File: src/rtl/tdp_ram_pipe.sv
// Single-clock true dual-port RAM with per-port write-commit and read-latency pipelines.
// Define TDP_RAM_PARITY_EN to store and recheck one even-parity bit per byte.
module tdp_ram_pipe #(
   parameter int ADDR_WIDTH    = 5,
   parameter int DATA_WIDTH    = 32,
   parameter int READ_LATENCY  = 3,
   parameter int WRITE_LATENCY = 3,
   parameter int RD_MODE       = 0
) (
   input  logic                    i_clk,
   input  logic                    i_rst_n,
   input  logic                    i_ena,
   input  logic                    i_wea,
   input  logic [DATA_WIDTH/8-1:0] i_bea,
   input  logic [ADDR_WIDTH-1:0]   i_addra,
   input  logic [DATA_WIDTH-1:0]   i_dina,
   output logic [DATA_WIDTH-1:0]   o_douta,
   output logic                    o_valida,
   input  logic                    i_enb,
   input  logic                    i_web,
   input  logic [DATA_WIDTH/8-1:0] i_beb,
   input  logic [ADDR_WIDTH-1:0]   i_addrb,
   input  logic [DATA_WIDTH-1:0]   i_dinb,
   output logic [DATA_WIDTH-1:0]   o_doutb,
   output logic                    o_validb,
`ifdef TDP_RAM_PARITY_EN
   input  logic                    i_perr_inj,
   output logic [DATA_WIDTH/8-1:0] o_perra,
   output logic [DATA_WIDTH/8-1:0] o_perrb,
`endif
   output logic                    o_collision
);
   localparam int NB    = DATA_WIDTH / 8;
   localparam int DEPTH = 2 ** ADDR_WIDTH;
   localparam int RL    = READ_LATENCY;
   localparam int WL    = WRITE_LATENCY;

   if ((DATA_WIDTH % 8) != 0 || RL < 1 || RL > 8 || WL < 1 || WL > 8) begin : g_cfg_check
      $fatal(1, "tdp_ram_pipe: DATA_WIDTH must be a multiple of 8 and latencies within 1..8");
   end

   typedef struct packed {
      logic [ADDR_WIDTH-1:0] addr;
      logic [NB-1:0]         be;
      logic [DATA_WIDTH-1:0] data;
   } wr_req_t;

   // index 0 is port A, index 1 is port B
   logic    [1:0]                     en, we;
   wr_req_t [1:0]                     req;
   wr_req_t [1:0][WL:1]               wr_pipe_q, wr_pipe_d;
   logic    [1:0][WL:1]               wvld_pipe_q, wvld_pipe_d;
   wr_req_t [1:0]                     cw;
   logic    [1:0]                     cmt;
   logic    [1:0][RL:1]               rvld_pipe_q, rvld_pipe_d;
   logic    [1:0][RL:1][DATA_WIDTH-1:0] rdat_pipe_q, rdat_pipe_d;
   logic    [1:0][DATA_WIDTH-1:0]     rd_word, dout_q, dout_d;
   logic    [1:0]                     valid_q, valid_d;
   logic                              coll_q, coll_d;
   logic    [DATA_WIDTH-1:0]          mem_q [DEPTH];

   assign en     = {i_enb, i_ena};
   assign we     = {i_web, i_wea};
   assign req[0] = '{addr: i_addra, be: i_bea, data: i_dina};
   assign req[1] = '{addr: i_addrb, be: i_beb, data: i_dinb};

   always_comb begin
      for (int p = 0; p < 2; p++) begin
         cw[p]  = wr_pipe_q[p][WL];
         cmt[p] = wvld_pipe_q[p][WL];
      end
   end

   // Read sample on the acceptance edge; WRITE_FIRST folds in same-edge commits, A last.
   always_comb begin
      for (int p = 0; p < 2; p++) begin
         rd_word[p] = mem_q[req[p].addr];
         if (RD_MODE != 0) begin
            for (int q = 1; q >= 0; q--) begin
               if (cmt[q] && cw[q].addr == req[p].addr) begin
                  for (int k = 0; k < NB; k++) begin
                     if (cw[q].be[k]) rd_word[p][8*k +: 8] = cw[q].data[8*k +: 8];
                  end
               end
            end
         end
      end
   end

   always_comb begin
      for (int p = 0; p < 2; p++) begin
         wvld_pipe_d[p][1] = en[p] & we[p];
         wr_pipe_d[p][1]   = req[p];
         for (int s = 2; s <= WL; s++) begin
            wvld_pipe_d[p][s] = wvld_pipe_q[p][s-1];
            wr_pipe_d[p][s]   = wr_pipe_q[p][s-1];
         end
         rvld_pipe_d[p][1] = en[p] & ~we[p];
         rdat_pipe_d[p][1] = rd_word[p];
         for (int s = 2; s <= RL; s++) begin
            rvld_pipe_d[p][s] = rvld_pipe_q[p][s-1];
            rdat_pipe_d[p][s] = rdat_pipe_q[p][s-1];
         end
         valid_d[p] = rvld_pipe_q[p][RL];
         dout_d[p]  = rvld_pipe_q[p][RL] ? rdat_pipe_q[p][RL] : dout_q[p];
      end
      coll_d = cmt[0] & cmt[1] & (cw[0].addr == cw[1].addr) & (|(cw[0].be & cw[1].be));
   end

   always_ff @(posedge i_clk or negedge i_rst_n) begin
      if (!i_rst_n) begin
         wvld_pipe_q <= '0;
         wr_pipe_q   <= '0;
         rvld_pipe_q <= '0;
         rdat_pipe_q <= '0;
         dout_q      <= '0;
         valid_q     <= '0;
         coll_q      <= 1'b0;
      end else begin
         wvld_pipe_q <= wvld_pipe_d;
         wr_pipe_q   <= wr_pipe_d;
         rvld_pipe_q <= rvld_pipe_d;
         rdat_pipe_q <= rdat_pipe_d;
         dout_q      <= dout_d;
         valid_q     <= valid_d;
         coll_q      <= coll_d;
      end
   end

   // B is applied before A so A wins on overlapping bytes; contents are never reset.
   always_ff @(posedge i_clk) begin
      for (int q = 1; q >= 0; q--) begin
         if (cmt[q]) begin
            for (int k = 0; k < NB; k++) begin
               if (cw[q].be[k]) mem_q[cw[q].addr][8*k +: 8] <= cw[q].data[8*k +: 8];
            end
         end
      end
   end

   assign o_douta     = dout_q[0];
   assign o_doutb     = dout_q[1];
   assign o_valida    = valid_q[0];
   assign o_validb    = valid_q[1];
   assign o_collision = coll_q;

`ifdef TDP_RAM_PARITY_EN
   logic [1:0][NB-1:0]       wpar, rd_par, rd_err, perr_q, perr_d;
   logic [1:0][RL:1][NB-1:0] rerr_pipe_q, rerr_pipe_d;
   logic [NB-1:0]            par_q [DEPTH];

   always_comb begin
      for (int q = 0; q < 2; q++) begin
         for (int k = 0; k < NB; k++) begin
            wpar[q][k] = (^cw[q].data[8*k +: 8]) ^ ((k == 0) & i_perr_inj);
         end
      end
      for (int p = 0; p < 2; p++) begin
         rd_par[p] = par_q[req[p].addr];
         if (RD_MODE != 0) begin
            for (int q = 1; q >= 0; q--) begin
               if (cmt[q] && cw[q].addr == req[p].addr) begin
                  for (int k = 0; k < NB; k++) begin
                     if (cw[q].be[k]) rd_par[p][k] = wpar[q][k];
                  end
               end
            end
         end
         for (int k = 0; k < NB; k++) rd_err[p][k] = rd_par[p][k] ^ (^rd_word[p][8*k +: 8]);
         rerr_pipe_d[p][1] = rd_err[p];
         for (int s = 2; s <= RL; s++) rerr_pipe_d[p][s] = rerr_pipe_q[p][s-1];
         perr_d[p] = rvld_pipe_q[p][RL] ? rerr_pipe_q[p][RL] : perr_q[p];
      end
   end

   always_ff @(posedge i_clk or negedge i_rst_n) begin
      if (!i_rst_n) begin
         rerr_pipe_q <= '0;
         perr_q      <= '0;
      end else begin
         rerr_pipe_q <= rerr_pipe_d;
         perr_q      <= perr_d;
      end
   end

   always_ff @(posedge i_clk) begin
      for (int q = 1; q >= 0; q--) begin
         if (cmt[q]) begin
            for (int k = 0; k < NB; k++) begin
               if (cw[q].be[k]) par_q[cw[q].addr][k] <= wpar[q][k];
            end
         end
      end
   end

   assign o_perra = perr_q[0];
   assign o_perrb = perr_q[1];
`endif
endmodule
File: config.mk
export PLATFORM = sky130hd
export DESIGN_NAME = tdp_ram_pipe
export DESIGN_NICKNAME = d
export VERILOG_FILES = /design/src/rtl/tdp_ram_pipe.sv
export SDC_FILE = /design/constraint.sdc
export NUM_CORES = 2
export LEC_CHECK = 0
export CAP_MARGIN = 20
export CORE_ASPECT_RATIO = 0.75
export CORE_MARGIN = 2
export CORE_UTILIZATION = 67
export DETAILED_ROUTE_END_ITERATION = 10
export PLACE_DENSITY = 0.83
export SLEW_MARGIN = 5
export SYNTH_ARGS = -nofsm -noshare
export SYNTH_HDL_FRONTEND = slang
export SYNTH_SLANG_ARGS = --single-unit
export TNS_END_PERCENT = 50
File: constraint.sdc
create_clock -name i_clk -period 4.1 [get_ports i_clk]
set_clock_uncertainty 0.05 [all_clocks]
set_input_delay 0.82 -clock i_clk [delete_from_list [all_inputs] [get_ports i_clk]]
set_output_delay 0.82 -clock i_clk [all_outputs]
set_load 0.02 [all_outputs]
# Word level (Yosys, flattened, before mapping)
# Memory sizes are Yosys's and may differ from the RTL's. A register that Yosys moved wholly into a read port is not among the register bits.
# Cells that the tools add are included.
# op_classes
n_eq_ne	1
n_mux	24
bitwise_logic	10
n_reduce_logical	3
# ops
operator	n
1-bit 2-to-1 mux	24
1-bit bitwise AND	7
5-bit == test	1
4-bit bitwise AND	1
4-bit OR reduction	1
1-bit zero test	2
1-bit NOT	2
# totals
register_bits	453
mem_bits_rw	1024
out_inout_bits	67
elab_cells	69
mem_count	1
# mem_list
name	depth	width	read_ports	rd_ports_with_merged_regs	write_ports	line	source
mem_q	32	32	2	2	2	60	logic [DATA_WIDTH-1:0] mem_q [DEPTH];

# Longest topological paths before layout
# depth
ltp_word	3
ltp_mapped	8
depth_no_buf	5

# Worst setup path after synthesis
# No wires, ideal clock.
# synth_timing
kind	input-to-reg
startpoint	input i_addrb[1]
endpoint	register, netlist name rdat_pipe_d[153]
arrival_time_ns	2.085
t_required_ns	3.921
slack_ns	1.836
stages	8
path_cell_list	buf_2 > buf_2 > buf_4 > buf_2 > mux2i_1 > a22oi_1 > a31oi_1 > nand3_1
# synth_rtl
item	line	source
from (decl)	22	input logic [ADDR_WIDTH-1:0] i_addrb,

==> results.json <==
{
  "outcome": "complete, no violations",
  "finalSetupTns_ns": 0,
  "grt_usage_pct": 40.5,
  "io_pins": 155,
  "switching_share_pct": 24.5,
  "irDropWorstVdd_mv": 0.569,
  "area_growth_pct": 12.3,
  "critPathArrivalTime_ns": 3.79,
  "portBuffers": 154,
  "post-route-period-util_pct": 79.8,
  "timing.fmax_mhz": 305,
  "synth_fp_nets": 5665,
  "final_cells": 7319,
  "die_h_um": 297,
  "synth_area_per_cell_um2": 13.7,
  "finalCriticalPeriod_ns": 3.27,
  "gp_congestion": 0.977,
  "num_rows": 107,
  "clock_latency_ns": 0.82,
  "drive_gt1_share_pct": 29.0,
  "dieArea_um2": 117000,
  "synth_area_um2": 76600,
  "grt_pass1_vias": 51003,
  "grt_max_degree": 97,
  "drtAntennaViolNets": 0,
  "root_buffer": "clkbuf_16",
  "drv_cap": 0,
  "p_switching_mw": 8.71,
  "clock_path_buffers": 3,
  "cts_buffers": 149,
  "dp.cells": 7006,
  "drtPass1Iterations": 7,
  "crit_path_max_fanout": 13,
  "start_util_pct": 67.5,
  "min-delay-path-class": "in2async",
  "dpl_cell_area_um2": 80500,
  "hpwl_um": 151000,
  "final_util_pct": 75.8,
  "setup_viol_count_final": 0,
  "drc": 0,
  "die_w_um": 394,
  "yosys_warnings": 0,
  "antenna_found_initial": 17,
  "layout_common_cells": "mux2i_1 (1024), edfxtp_1 (1024), mux2_2 (1023)",
  "wl_per_cell_um": 32.9,
  "p_leak_nw": 33.1,
  "fin_total_pwr_mw": 35.6,
  "ctsHoldBuffers": 0,
  "synth_cells": 5577,
  "viasPerCell": 7.18,
  "pwr-share-comb_pct": 10.2,
  "powerDensity_nw_per_um2": 414,
  "endpoint_kind": "flip-flop",
  "cts_sinks": 1541,
  "yosysSeqAreaShare_pct": 57.0,
  "grt_busiest_layer": "met1",
  "globalRouteOverflowTotal": 0,
  "clkPwrFrac_pct": 40.6,
  "rsz0062_at_grt": "false",
  "cts_tree": "yes",
  "cts_resized": 0,
  "start_kind": "flip-flop",
  "hold_viol_final": 0,
  "grt_use_met1_pct": 57.7,
  "cts_max_level": 4,
  "worstSetupPathType": "reg2reg",
  "postCtsSetupBuffers": 0,
  "internal_power_mw": 26.9,
  "cts.clk_slew.worst_paths_ns": 0.06,
  "drt_iter0_markers": 8732,
  "grtUsageMet2_pct": 55.9,
  "ys_ff_latch": 1541,
  "final_area_um2": 86000,
  "synth.distinct_cells": 39,
  "maxSlewViolCount": 0,
  "required_ns": 4.62,
  "grt_use_met3_pct": 15.6,
  "routed_wl_um": 240000,
  "relSlewSlack_pct": 19.1,
  "coreArea_um2": 114000,
  "seqPwrFrac_pct": 49.2,
  "nets": 5740,
  "grt_first_pass_wirelength_um": 348000,
  "tightest_slew_ns": 1.21,
  "num_vias": 52575
}
layer usage:
layer,vias to the layer above,wire length [um]
met2,4428,100000
met5,-,66
met1,26051,90600
li1,21364,-
met4,10,11100
met3,722,38300
cell type report:
| cell class | count | area, um^2 |
|---|---|---|
| Clock buffer | 218 | 4670 |
| Multi-Input combinational cell | 3528 | 30900 |
| Sequential cell | 1541 | 43700 |
| Tap cell | 1526 | 1910 |
| Timing Repair Buffer | 432 | 4360 |
| Fill cell | 7025 | 27500 |
| Clock inverter | 62 | 497 |
| Antenna cell | 12 | 30.0 |
synth_stat cells:
cell      instances  share of area, %
edfxtp_1       1024                40
mux2i_1        1024                13
mux2_2         1023                15
dfrtp_1         517                17
clkbuf_1        337               1.7
nand2_1         288               1.4
nand3_1         193               1.3
a21oi_1         192               1.3
a22oi_1         192               1.9
buf_2           134              0.88
a22o_1          129               1.5
o22ai_1          80              0.65
nor3_1           66              0.43
mux2_1           65              0.96
nor2_2           65              0.53
a31oi_1          64              0.52
o21ai_0          48              0.31
buf_1            28              0.14
nor2_1           14             0.069
nor2_8           12              0.31
nand2_2          10             0.082
nor2b_1          10             0.082
and2_1            9             0.073
nor2_4            8              0.12
buf_4             7             0.069
nand2b_1          6             0.049
xnor2_1           5             0.057
and3b_1           4             0.046
nand3_2           4             0.052
nor3b_1           3             0.029
or2_1             3             0.025
or2_2             3             0.025
and3_1            2             0.016
buf_6             2             0.029
nand4_1           2             0.016
a221oi_1          1             0.011
or3_1             1            0.0082
or3b_1            1             0.011
or3b_4            1             0.015
metrics by stage:
stage,hold WS (ns),setup slack [ns]
floorplan,0.281,1.84
global placement,0.281,0.823
detailed placement,0.285,0.798
CTS,0.0208,1.06
global route,0.0525,0.838
finish,0.0141,0.826
worst paths after layout:
path	slack (ns)	endpoint	start	depth (start not counted)
worst max register to register	0.83	mem_q[26][14]	cw[37]	4
max in group asynchronous	2.87	rdat_pipe_d[54]	i_rst_n	2
worst min-delay path	0.01	o_doutb[13]	i_rst_n	1
worst min register to register	0.29	rdat_pipe_q[190]	rdat_pipe_d[190]	0
worst max-delay path	0.83	mem_q[26][14]	cw[37]	4
min in group i_clk	0.29	rdat_pipe_q[190]	rdat_pipe_d[190]	0
flip-flops by register name, indices dropped and copies added, names as in the netlist:
signal,flops
cmt,2
cw,82
mem_q,1024
o_collision,1
o_douta,32
o_doutb,32
rdat_pipe_d,128
rdat_pipe_q,64
rvld_pipe_d,4
rvld_pipe_q,2
valid_q,2
wr_pipe_d,164
wvld_pipe_d,4
worst max-delay path: stages, from the launching register on:
cell and delay [ns]:
dfrtp_1 0.63, nor2b_1 0.34, nand2_1 0.79, nor2_2 0.78
mux2_2 0.42
kinds of logic (layout without fill, tap and decap cells):
| family | after synthesis | in the layout | share of synthesized area (%) |
|---|---|---|---|
| other | 0 | 12 | 0 |
| buffers and inverters | 508 | 712 | 2.76 |
| flip-flops | 1541 | 1541 | 57.0 |
| AO/OA/AOI/OAI | 706 | 706 | 6.11 |
| multiplexers | 2112 | 2112 | 29.4 |
| AND/OR/NAND/NOR | 705 | 705 | 4.66 |
| XOR/XNOR | 5 | 5 | 0.0572 |
power groups by stage:
stage	logic (mW)	clock network (mW)	registers (mW)
5_1_grt	3.76	15.1	17.5
3_5_place_dp	3.44	0	17.8
2_1_floorplan	1.96	0	17.8
3_3_place_gp	3.33	0	17.8
4_1_cts	3.47	14.5	17.5
6_report	3.63	14.5	17.5
(Power assumes the default switching activity.)
